$ cat config.mk
export PLATFORM = sky130hd
export DESIGN_NAME = game_flow_sequencer
export DESIGN_NICKNAME = d
export VERILOG_FILES = /design/src/rtl/game_flow_sequencer.sv
export SDC_FILE = /design/constraint.sdc
export NUM_CORES = 1
export LEC_CHECK = 0
export BUFFER_PORTS_ARGS = -buffer_cell sky130_fd_sc_hd__buf_4
export CORE_MARGIN = 2
export CORE_UTILIZATION = 55
export CTS_BUF_LIST = sky130_fd_sc_hd__clkbuf_4
export CTS_CLUSTER_DIAMETER = 120
export DETAILED_ROUTE_END_ITERATION = 10
export PLACE_DENSITY = 0.82
export SYNTH_ARGS = -nofsm -noshare
export SYNTH_HDL_FRONTEND = slang
export SYNTH_SLANG_ARGS = --single-unit
export TNS_END_PERCENT = 5
$ cat constraint.sdc
create_clock -name iClock -period 6.4 [get_ports iClock]
set_input_delay 0.32 -clock iClock [delete_from_list [all_inputs] [get_ports iClock]]
set_output_delay 0.32 -clock iClock [all_outputs]
set_load 0.01 [all_outputs]
$ cat src/rtl/game_flow_sequencer.sv
// game_flow_sequencer: TITLE/PLAY/OVER screen FSM with acked key events, frame tick,
// three scrolling pipes with random gap heights and a saturating pipes-passed score.
module game_flow_sequencer #(
    parameter int unsigned FRAME_DIV    = 833333,
    parameter int unsigned SCROLL_STEP  = 2,
    parameter int unsigned PIPE_SPACING = 160,
    parameter int unsigned PIPE_START_X = 160,
    parameter int unsigned PIPE_Y_MIN   = 60
) (
    input  logic        iClock,
    input  logic        iReset,
    input  logic [1:0]  iKeyState,
    output logic        oKeyAck,
    input  logic        iCollide,
    input  logic [31:0] iRandom,
    output logic        oRandomReset,
    output logic [1:0]  oScreen,
    output logic        oWScreen,
    output logic        oBGScroll,
    output logic        oFrameTick,
    output logic        oFlap,
    output logic [9:0]  oPipe1X,
    output logic [9:0]  oPipe2X,
    output logic [9:0]  oPipe3X,
    output logic [8:0]  oPipe1Y,
    output logic [8:0]  oPipe2Y,
    output logic [8:0]  oPipe3Y,
    output logic        oWPipe,
    output logic [15:0] oScore,
    output logic        oWScore
);
    localparam int unsigned     CNT_W    = (FRAME_DIV > 1) ? $clog2(FRAME_DIV) : 1;
    localparam logic [CNT_W-1:0] CNT_LAST = CNT_W'(FRAME_DIV - 1);
    localparam int unsigned     WRAP_ADD = 3 * PIPE_SPACING - SCROLL_STEP;

    typedef enum logic [1:0] {
        S_TITLE = 2'd0,
        S_PLAY  = 2'd1,
        S_OVER  = 2'd2
    } state_t;

    state_t           state;
    logic [CNT_W-1:0] frame_cnt;
    logic [9:0]       pipe_x [3];
    logic [8:0]       pipe_y [3];
    logic             consumed;
    logic [1:0]       consumed_key;

    logic             key_accept;
    logic             key_press;
    logic [9:0]       next_x [3];
    logic [8:0]       next_y [3];
    logic [1:0]       wraps;
    logic [16:0]      score_sum;
    logic [15:0]      next_score;

    function automatic logic [9:0] start_x(input int unsigned k);
        return 10'(PIPE_START_X + k * PIPE_SPACING);
    endfunction

    function automatic logic [8:0] start_y(input int unsigned k);
        return 9'(100 * (k + 1));
    endfunction

    // A level that stays on the same value after being acked is one event, not a stream.
    always_comb begin
        key_accept = (iKeyState != 2'd0) && !oKeyAck &&
                     !(consumed && (iKeyState == consumed_key));
        key_press  = key_accept && (iKeyState == 2'd1);
        wraps      = '0;
        for (int unsigned k = 0; k < 3; k++) begin
            if (pipe_x[k] < 10'(SCROLL_STEP)) begin
                next_x[k] = pipe_x[k] + 10'(WRAP_ADD);
                next_y[k] = 9'(PIPE_Y_MIN) + 9'(iRandom[8*k +: 8]);
                wraps     = wraps + 2'd1;
            end else begin
                next_x[k] = pipe_x[k] - 10'(SCROLL_STEP);
                next_y[k] = pipe_y[k];
            end
        end
        score_sum  = {1'b0, oScore} + 17'(wraps);
        next_score = score_sum[16] ? '1 : score_sum[15:0];
    end

    always_ff @(posedge iClock) begin
        if (iReset) begin
            state        <= S_TITLE;
            frame_cnt    <= '0;
            oFrameTick   <= 1'b0;
            oKeyAck      <= 1'b0;
            oRandomReset <= 1'b0;
            oWScreen     <= 1'b0;
            oFlap        <= 1'b0;
            oWPipe       <= 1'b0;
            oWScore      <= 1'b0;
            oScore       <= '0;
            consumed     <= 1'b0;
            consumed_key <= '0;
            for (int unsigned k = 0; k < 3; k++) begin
                pipe_x[k] <= start_x(k);
                pipe_y[k] <= start_y(k);
            end
        end else begin
            oKeyAck      <= 1'b0;
            oRandomReset <= 1'b0;
            oWScreen     <= 1'b0;
            oFlap        <= 1'b0;
            oWPipe       <= 1'b0;
            oWScore      <= 1'b0;

            frame_cnt  <= (frame_cnt == CNT_LAST) ? '0 : frame_cnt + 1'b1;
            oFrameTick <= (frame_cnt == CNT_LAST);

            if (consumed && (iKeyState != consumed_key))
                consumed <= 1'b0;
            if (key_accept) begin
                oKeyAck      <= 1'b1;
                consumed     <= 1'b1;
                consumed_key <= iKeyState;
            end

            case (state)
                S_TITLE: begin
                    if (key_press) begin
                        state        <= S_PLAY;
                        oWScreen     <= 1'b1;
                        oRandomReset <= 1'b1;
                        oWPipe       <= 1'b1;
                        oWScore      <= 1'b1;
                        oScore       <= '0;
                        for (int unsigned k = 0; k < 3; k++) begin
                            pipe_x[k] <= start_x(k);
                            pipe_y[k] <= start_y(k);
                        end
                    end
                end
                S_PLAY: begin
                    if (oFrameTick && iCollide) begin
                        state    <= S_OVER;
                        oWScreen <= 1'b1;
                    end else begin
                        if (oFrameTick) begin
                            pipe_x  <= next_x;
                            pipe_y  <= next_y;
                            oWPipe  <= 1'b1;
                            oScore  <= next_score;
                            oWScore <= (next_score != oScore);
                        end
                        oFlap <= key_press;
                    end
                end
                S_OVER: begin
                    if (key_press) begin
                        state    <= S_TITLE;
                        oWScreen <= 1'b1;
                    end
                end
                default: begin
                    state    <= S_TITLE;
                    oWScreen <= 1'b1;
                end
            endcase
        end
    end

    assign oScreen   = state;
    assign oBGScroll = (state == S_PLAY);
    assign oPipe1X   = pipe_x[0];
    assign oPipe2X   = pipe_x[1];
    assign oPipe3X   = pipe_x[2];
    assign oPipe1Y   = pipe_y[0];
    assign oPipe2Y   = pipe_y[1];
    assign oPipe3Y   = pipe_y[2];

endmodule

==> run metrics, run 1 <==
result of the run finished clean; type of the worst min-delay path in -> reg; number of gates resized after cts 0; power share of the sequential group ~58%; Post-Syn Area per Cell a little over 8 sq um; area of the mapped netlist between 0.004 and 0.005 sq mm; pre-CTS worst setup slack 3.03 ns; register clock-pin slew on the reported worst setup and hold paths approximately 0.16 ns; global routing met3 resource utilization 5.46%; top-area cell type share of the netlist area about 41%; number of H-tree levels 3; antenna viol nets, final 0; number of cells on the worst reg-to-reg path 11; ratio of final minimum period to clock period 54.4%; Critical Path Fanout Max 7; fraction of final layout cells with drive strength greater than 1 19.9%; proportion of power drawn by the clock network a little under a third; number of antenna violations at the first check in global routing 0; async set-or-reset flop fraction in the synthesized netlist 0%; reg2reg start oPipe2X[6]; register-to-register setup slack about 2.9 ns; Core Footprint slightly below 0.009 sq mm; largest vdd supply drop between 0.1 and 0.15 mV; Hold Buf Count CTS 0; number of buffers between clock root and the deepest sink 2; routed wirelength normalized by instance count about 16 um; wirelength, routed ~13 mm; sequential-to-total area share from yosys stat between 40% and 50%; cell taking the most area after synthesis dfxtp_1; net switching fraction of the power 28.1%; shortest period the worst path allows 3.48 ns; Post-CTS Setup Repair Bufs 0; total gr overflow 0; width of the die 99.0 um; combinational fraction of design power around 11%; Clock Tree Root clkbuf_4; top post-synthesis cells by count dfxtp_1, nor2_1, nand2_1; GR peak layer met2; worst-margin pin slew around 1.3 ns; post-route setup TNS 0 ns; clock latency at the later pin of the worst-skew pair a little under 0.5 ns; height of the die between 90 and 100 um; full die area 0.00980 sq mm; worst-case headroom to the max-slew limit ~14%; CTS Buf Count 9; Switching Power 321 uW; net total in the final layout roughly 750; Critical Path Sink Type flip-flop; WS Path Type reg -> reg; count of max-cap constraint violations 0; number of flops mapped to enable cells by yosys 0; power per standard cell area between 150 and 200 mW/mm^2; Hold Path Origin iRandom[8]; clk sinks between 100 and 150; Startpoint Class flip-flop; Hold Crit Endpoint oPipe2Y[0]; Final WS setup around 3 ns; vias roughly 4.9k; setup repair after global routing missed its margin false; Synth Instances 602; # rows 34; Vias per Instance ~6.0; post-route cell area 0.00595 sq mm; starting density of the core 56.9%; Worst Hold Path Cells 3; total leakage power 0.00236 uW; # port buffers about 110; WP data arrival 3.88 ns; total routing usage reported by global routing between 20% and 30%; Diodes inserted 0; top-count cell post-synth dfxtp_1; met1 capacity usage during global routing between 30% and 40%; terminus of the critical flop-to-flop path oScore[2]; Achievable Freq approximately 0.29 GHz; wire length of the first global-routing pass about 21 mm; leading cell types by total area after synthesis dfxtp_1, nor2_1, nand2_1; half-perimeter wire length after detailed placement 9.46 mm; number of slew-limit violations in the final report 0; total power after layout 1140 uW; met2 global-route usage a little over two fifths; vias in the first global route around 4.5k; weighted congestion at the end of routability-driven global placement between 0.8 and 0.9; worst-case clock skew ~0.024 ns; total of flip-flops plus latches after synthesis between 100 and 150; Placed Instance Area approximately 0.0058 sq mm; post-route DRC violation count 0; prevailing post-synth register cell dfxtp_1; number of primary I/O pins 120; total of endpoints with negative setup slack in the final report 0; critical path required time roughly 7 ns; area added between synthesis and finish 19.9%; number of DRC violations after detailed-routing iteration 0 between 300 and 400; detailed-router iteration count before antenna repair 5; number of failing hold endpoints at the final stage 0; number of warnings issued by yosys 0; internal power approximately 800 uW; CTS tree yes; number of distinct library cells after synthesis between 60 and 70; largest net degree at the start of global routing between 40 and 50; Post-Route Utilization between 60 and 70%
==> power by group through the flow <==
stage               Clock (uW)  Combinational (uW)  Sequential [uW]
floorplan                    0                72.8              673
global placement             0                 118              671
detailed placement           0                 121              672
CTS                        363                 122              658
global route               388                 134              661
finish                     361                 123              658
==> registers in the layout, indices dropped and copies added, names as in the netlist, 2 cells and up <==
register / flops
consumed_key: 2
oPipe2X: 9
oScreen: 2
oPipe3X: 9
oPipe1X: 9
oPipe3Y: 9
oPipe1Y: 9
oScore: 16
frame_cnt: 20
oPipe2Y: 9
==> per-layer routing <==
metal,vias up,wire length [um]
met4,0,498
met1,2337,5270
li1,2312,-
met3,39,1040
met2,204,6300
met5,-,0
==> kinds of logic after synthesis <==
logic type | synth area share [%]
and+or+nand+nor | 28.8
AOI/OAI and AO/OA | 12.8
DFF | 41.1
buffers and inverters | 4.39
xor gates and xnor gates | 8.65
adders and majority gates | 3.43
muxes | 0.807
other | 0.0756
==> through the flow <==
| step | std cells | hold WS [ns] |
|---|---|---|
| final | 811 | 0.0779 |
| after global routing | 811 | 0.0761 |
| after detailed placement | 795 | 0.446 |
| after floorplan | 604 | 0.442 |
| after CTS | 811 | 0.0661 |
| after global placement | 795 | 0.443 |
==> cells in the final DEF (no fill, tap or decap), types with 11 or more instances in the layout <==
cell type  synthesis  routed
dfxtp_1          102     102
xnor2_1           25      25
nand4_1           15      15
nand3_1           34      34
inv_1             23      23
nand2_1           63      63
nor3_1            28      28
nor4_1            11      11
ha_1              12      12
nor2_1            81      81
o21ai_0           18      18
buf_4              4     109
xor2_1            24      24
a21oi_1           39      39
==> critical path, stage by stage (launching register included) <==
cell and delay [ns]:
dfxtp_1 0.40, nor4_2 0.41, nand3_1 0.26, inv_1 0.12, ha_1 0.24, xnor2_1 0.23
ha_1 0.26, fa_1 0.32, nand2_1 0.20, nor4_2 0.58, o21ai_1 0.13, a211oi_1 0.25
==> cell type report <==
type,instances,area (sq um)
repair buffers,109,818
inverters,24,90.1
fillers,724,2770
flip-flops and latches,102,2040
clock buffers,9,67.6
multi-input cells,452,2720
well taps,108,135
clock inverters,7,80.1
==> worst max-delay path by stage <==
stage,start,endpoint,cells after the start
global route,oPipe2X[6],oScore[2],11
global placement,oPipe2X[6],oScore[2],11
detailed placement,oPipe2X[6],oScore[2],11
finish,oPipe2X[6],oScore[2],11
CTS,oPipe2X[6],oScore[2],11
floorplan,oPipe2X[6],oScore[3],12
No activity file was read; power rests on OpenSTA's default activity.
==> inputs of run 2 (changes only) <==
==> constraint.sdc (replaced) <==
create_clock -name iClock -period 3.47 [get_ports iClock]
set_input_delay 0.1735 -clock iClock [delete_from_list [all_inputs] [get_ports iClock]]
set_output_delay 0.1735 -clock iClock [all_outputs]
set_load 0.01 [all_outputs]
==> run 2 against run 1 <==
Against the previous run: wire length grew 0.41%; sequential share of layout area shrank 0.81 points; core utilization grew 1.7 points; power grew 81%; clock-buffer cell count grew 1; maximum frequency grew 9.2%; highest routed layer unchanged; die area is the same; hold slack lost 0.039 ns; first-iteration DRC count grew 9.2%; sequential cell count is the same.
==> run metrics, run 2 (synthesis results as in run 1) <==
post-route setup TNS 0 ns (unchanged); total leakage power 0.00243 uW (was 0.00236 uW); pre-CTS worst setup slack 0.170 ns (was 3.03 ns); starting density of the core 56.9% (unchanged); Critical Path, Cell by Cell nor4_4 > nand3_1 > inv_1 > ha_1 > xnor2_1 > ha_1 > fa_1 > nand2_1 > nor3_4 > buf_4 > a21oi_1 > o21ai_0 > nand2_1 (was nor4_2 > nand3_1 > inv_1 > ha_1 > xnor2_1 > ha_1 > fa_1 > nand2_1 > nor4_2 > o21ai_1 > a211oi_1); count of max-cap constraint violations 0 (unchanged); Vias per Instance 5.90 (was 6.03); shortest period the worst path allows 3.19 ns (was 3.48 ns); Switching Power 554 uW (was 321 uW); CTS tree yes (unchanged); worst-margin pin slew 0.956 ns (was 1.28 ns); most common cell after layout, fill and taps aside buf_4 (unchanged); largest vdd supply drop 0.231 mV (was 0.117 mV); wire length of the first global-routing pass 21.4 mm (was 21.1 mm); clk sinks 102 (unchanged); fraction of final layout cells with drive strength greater than 1 20.9% (was 19.9%); register clock-pin slew on the reported worst setup and hold paths 0.16 ns (about the same); # rows 34 (unchanged); vias in the first global route 4527 (was 4505); proportion of power drawn by the clock network 29.8% (was 31.6%); full die area 0.00980 sq mm (unchanged); number of primary I/O pins 120 (unchanged); family with the most delay on the worst path simple AND/OR/NAND/NOR gates (unchanged); Achievable Freq 0.313 GHz (was 0.287 GHz); setup repair after global routing missed its margin false (unchanged); register bank with the most flops frame_cnt (unchanged); height of the die 99.0 um (unchanged); result of the run finished clean (unchanged); worst-case clock skew 0.0257 ns (was 0.0242 ns); Post-Route Utilization 69.9% (was 68.2%); number of H-tree levels 3 (unchanged); Core Footprint 0.00872 sq mm (unchanged); registers with the most flip-flops frame_cnt: 20 flops, oScore: 16 flops (unchanged); number of antenna violations at the first check in global routing 0 (unchanged); number of slew-limit violations in the final report 0 (unchanged); internal power 1520 uW (was 821 uW); post-route DRC violation count 0 (unchanged); Startpoint Class flip-flop (unchanged); net switching fraction of the power 26.7% (was 28.1%); antenna viol nets, final 0 (unchanged); type of the worst min-delay path in -> reg (unchanged); number of DRC violations after detailed-routing iteration 0 334 (was 306); WP data arrival 3.54 ns (was 3.88 ns); Clock Tree Root clkbuf_4 (unchanged); total power after layout 2070 uW (was 1140 uW); ratio of final minimum period to clock period 91.9% (was 54.4%); Critical Path Sink Type flip-flop (unchanged); wirelength, routed 13.2 mm (was 13.1 mm); WS Path Type reg -> reg (unchanged); weighted congestion at the end of routability-driven global placement 0.875 (was 0.894); vias 4865 (was 4892); library cell contributing the largest single delay on the critical path dfxtp_1 (was nor4_2); total of endpoints with negative setup slack in the final report 0 (unchanged); detailed-router iteration count before antenna repair 5 (unchanged); number of failing hold endpoints at the final stage 0 (unchanged); highest-count cells in the layout ignoring fill and taps buf_4, dfxtp_1, nor2_1 (unchanged); net total in the final layout 763 (was 748); power share of the sequential group 58.6% (was 57.6%); # port buffers 108 (unchanged); width of the die 99.0 um (unchanged); CTS Buf Count 9 (unchanged); Critical Path Fanout Max 7 (unchanged); critical path required time 3.82 ns (was 6.80 ns); clock latency at the later pin of the worst-skew pair 0.45 ns (was 0.49 ns); routed wirelength normalized by instance count 16.0 um (was 16.2 um); power per standard cell area 340 mW/mm^2 (was 192 mW/mm^2); total gr overflow 0 (unchanged); Largest register FFs 20 (unchanged); total routing usage reported by global routing 26.9% (was 26.3%); combinational fraction of design power 11.6% (was 10.8%); worst-case headroom to the max-slew limit 36.1% (was 14.5%); largest net degree at the start of global routing 44 (unchanged); number of buffers between clock root and the deepest sink 2 (unchanged); area added between synthesis and finish 22.8% (was 19.9%); Diodes inserted 0 (unchanged); Final WS setup 0.279 ns (was 2.92 ns); half-perimeter wire length after detailed placement 9.38 mm (was 9.46 mm); CP bufs+invs 2 (was 1); delay of the slowest critical-path stage 0.42 ns (was 0.58 ns)
run 2: changes by cell type in the layout (fill, tap and decap cells not counted), sizes merged:
cell         delta
buf             +8
inv             -2
clkinv          -1
dlygate4sd3     +7
clkinvlp        +1
clkbuf          +1
run 2: power groups by stage:
stage / combinational (uW) / clock [uW] / sequential, uW
floorplan: 134 / 0 / 1240
global placement: 223 / 0 / 1240
detailed placement: 229 / 0 / 1240
CTS: 237 / 629 / 1210
global route: 261 / 676 / 1220
finish: 241 / 619 / 1210
run 2: what timing repair did:
action | 4_1_cts | 5_1_grt
endpoints found under the hold margin | 7 | 0
setup endpoints to repair | 0 | 11
gates resized for setup | 0 | 5
buffers inserted | 0 | 2
hold buffers | 7 | 0
run 2: routing by layer:
metal  part of all wire, %  routed length, um  GRT usage [%]
met2                    47               6220           43.8
met1                    42               5500           34.1
met3                   7.4                980           5.39
met4                   3.6                474           12.9
met5                     0                  0              0
run 2: worst register-to-register path, cell delays in order (launching register included):
cell and delay (ns):
dfxtp_1 0.42, nor4_4 0.36, nand3_1 0.15, inv_1 0.08, ha_1 0.23, xnor2_1 0.29, ha_1 0.28, fa_1 0.31
nand2_1 0.23, nor3_4 0.30, buf_4 0.17, a21oi_1 0.06, o21ai_0 0.16, nand2_1 0.06
run 2: worst paths after layout:
kind                from          to  slack (ns)  cells past startpoint
max reg2reg   oPipe2X[6]  oScore[14]        0.28                     13
min          iRandom[20]  oPipe3Y[4]        0.04                      4
min reg2reg   oPipe3Y[7]  oPipe3Y[7]        0.47                      2
max           oPipe2X[6]  oScore[14]        0.28                     13
run 2: stage by stage:
| step | hold WS [ns] | cell area [sq um] | std cells |
|---|---|---|---|
| after floorplan | 0.310 | 4970 | 604 |
| after global placement | 0.425 | 5850 | 801 |
| after detailed placement | 0.434 | 5850 | 801 |
| after CTS | 0.0239 | 6050 | 823 |
| after global routing | 0.0160 | 6090 | 825 |
| final | 0.0393 | 6090 | 825 |
run 2: layout make-up:
cell class | instances | area [sq um]
clock buffer | 10 | 75.1
multi-input combinational | 452 | 2740
inverter | 24 | 90.1
tap | 108 | 135
fill | 681 | 2630
timing repair buffer | 124 | 948
clock inverter | 5 | 58.8
sequential | 102 | 2040
==> inputs of run 3 (changes only) <==
--- a/config.mk
+++ b/config.mk
@@ -11,7 +11,7 @@
 export CTS_BUF_LIST = sky130_fd_sc_hd__clkbuf_4
 export CTS_CLUSTER_DIAMETER = 120
 export DETAILED_ROUTE_END_ITERATION = 10
-export PLACE_DENSITY = 0.82
+export PLACE_DENSITY_LB_ADDON = 0.2
 export SYNTH_ARGS = -nofsm -noshare
 export SYNTH_HDL_FRONTEND = slang
 export SYNTH_SLANG_ARGS = --single-unit
==> run 3 against run 2 <==
Against the previous run: sequential cell count unchanged; final area shrank 0.78%; critical path type unchanged; largest cell class unchanged; critical path depth fell by 2; first-iteration DRC count down 20%.
==> run metrics, run 3 (synthesis results as in run 1) <==
result of the run finished clean (unchanged); critical path required time 3.81 ns (was 3.82 ns); full die area 0.00980 sq mm (unchanged); total area of multi-input combinational cells 0.00272 sq mm (was 0.00274 sq mm); fraction of final layout cells with drive strength greater than 1 20.6% (was 20.9%); Post-Route Utilization 69.3% (was 69.9%); post-route DRC violation count 0 (unchanged); vias in the first global route 4415 (was 4527); setup repair after global routing missed its margin false (unchanged); CTS Buf Count 9 (unchanged); most common cell after layout, fill and taps aside buf_4 (unchanged); routed wirelength normalized by instance count 15.9 um (was 16.0 um); clk sinks 102 (unchanged); power per standard cell area 332 mW/mm^2 (was 340 mW/mm^2); # port buffers 108 (unchanged); number of slew-limit violations in the final report 0 (unchanged); Critical Path Fanout Max 6 (was 7); detailed-router iteration count before antenna repair 5 (unchanged); highest-count cells in the layout ignoring fill and taps buf_4, dfxtp_1, nor2_1 (unchanged); final worst hold slack 0.0411 ns (was 0.0393 ns); net total in the final layout 763 (unchanged); largest vdd supply drop 0.290 mV (was 0.231 mV); Clock Tree Root clkbuf_4 (unchanged); total routing usage reported by global routing 26.2% (was 26.9%); reg2reg start oPipe1X[1] (was oPipe2X[6]); total leakage power 0.00241 uW (was 0.00243 uW); Critical Path Sink Type flip-flop (unchanged); weighted congestion at the end of routability-driven global placement 0.889 (was 0.875); type of the worst min-delay path in -> reg (unchanged); number of failing hold endpoints at the final stage 0 (unchanged); worst-margin pin slew 0.965 ns (was 0.956 ns); largest net degree at the start of global routing 44 (unchanged); number of primary I/O pins 120 (unchanged); Vias per Instance 5.86 (was 5.90); wire length of the first global-routing pass 21.0 mm (was 21.4 mm); antenna viol nets, final 0 (unchanged); registers with the most flip-flops frame_cnt: 20 flops, oScore: 16 flops (unchanged); half-perimeter wire length after detailed placement 9.49 mm (was 9.38 mm); Startpoint Class flip-flop (unchanged); post-route setup TNS 0 ns (unchanged); number of antenna violations at the first check in global routing 0 (unchanged); area added between synthesis and finish 21.8% (was 22.8%); worst-case headroom to the max-slew limit 35.5% (was 36.1%); WP data arrival 3.66 ns (was 3.54 ns); CTS tree yes (unchanged); number of buffers between clock root and the deepest sink 2 (unchanged); ratio of final minimum period to clock period 95.5% (was 91.9%); height of the die 99.0 um (unchanged); width of the die 99.0 um (unchanged); Core Footprint 0.00872 sq mm (unchanged); total gr overflow 0 (unchanged); Diodes inserted 0 (unchanged); clock latency at the later pin of the worst-skew pair 0.45 ns (about the same); wirelength, routed 13.1 mm (was 13.2 mm); worst-case clock skew 0.0220 ns (was 0.0257 ns); Largest register FFs 20 (unchanged); Storage cell area 0.00204 sq mm (unchanged); shortest period the worst path allows 3.31 ns (was 3.19 ns); number of DRC violations after detailed-routing iteration 0 268 (was 334); register clock-pin slew on the reported worst setup and hold paths 0.17 ns (was 0.16 ns); register bank with the most flops frame_cnt (unchanged); total of endpoints with negative setup slack in the final report 0 (unchanged); crit path from oPipe1X[1] (was oPipe2X[6]); count of max-cap constraint violations 0 (unchanged); vias 4839 (was 4865); # rows 34 (unchanged); fill count 717 (was 681); Achievable Freq 0.302 GHz (was 0.313 GHz); starting density of the core 56.9% (unchanged); WS Path Type reg -> reg (unchanged); Hold Path Origin iRandom[2] (was iRandom[20]); number of H-tree levels 3 (unchanged)
==> run 3: worst max-delay path, stage by stage, from the launching register on <==
cell and delay, ns:
dfxtp_1 0.38, nor4_1 0.35, and3_1 0.35, ha_1 0.28, xnor2_1 0.28, ha_1 0.26, fa_1 0.30, nand2_1 0.21
nor3_2 0.30, nand4_1 0.17, o22ai_1 0.21, a21boi_0 0.14
==> run 3: power by group <==
part / switching, uW / internal [uW] / leakage (uW)
registers: 22.8 / 1190 / 0.000825
clock network: 397 / 154 / 0.0000638
logic: 139 / 101 / 0.00152
total: 559 / 1450 / 0.00241
==> run 3: layout make-up <==
cell class              count  share of cell area [%]
clock buffers              10                    1.24
clock inverters             6                   0.642
inverters                  24                    1.49
multi-input cells         452                    44.9
flip-flops and latches    102                    33.8
well taps                 108                    2.24
repair buffers            124                    15.7
==> run 3: through the flow <==
step	cells	worst slack [ns]	total power [uW]	area, sq um
floorplan	604	0.526	1380	4970
global placement	803	0.320	1460	5860
detailed placement	803	0.230	1470	5860
CTS	826	0.212	2010	6050
global route	826	0.000307	2090	6050
finish	826	0.157	2010	6050
==> run 3: final timing paths <==
kind                end  slack (ns)  cells after the start
max             oWScore        0.16                     11
min          oPipe1Y[2]        0.04                      4
max reg2reg     oWScore        0.16                     11
min reg2reg  oPipe3Y[7]        0.46                      2
==> run 3: timing repair <==
item                                   4_1_cts  5_1_grt
endpoints found under the hold margin        7        0
resized for setup                            0        0
hold buffers                                 7        0
setup buffers                                0        0
==> run 3: metal layers <==
| metal | GRT usage [%] | wire length [um] | vias up |
|---|---|---|---|
| li1 | - | - | 2343 |
| met1 | 33.7 | 5580 | 2293 |
| met2 | 44.1 | 6420 | 176 |
| met3 | 4.61 | 817 | 27 |
| met4 | 10.0 | 290 | 0 |
| met5 | 0 | 0 | - |
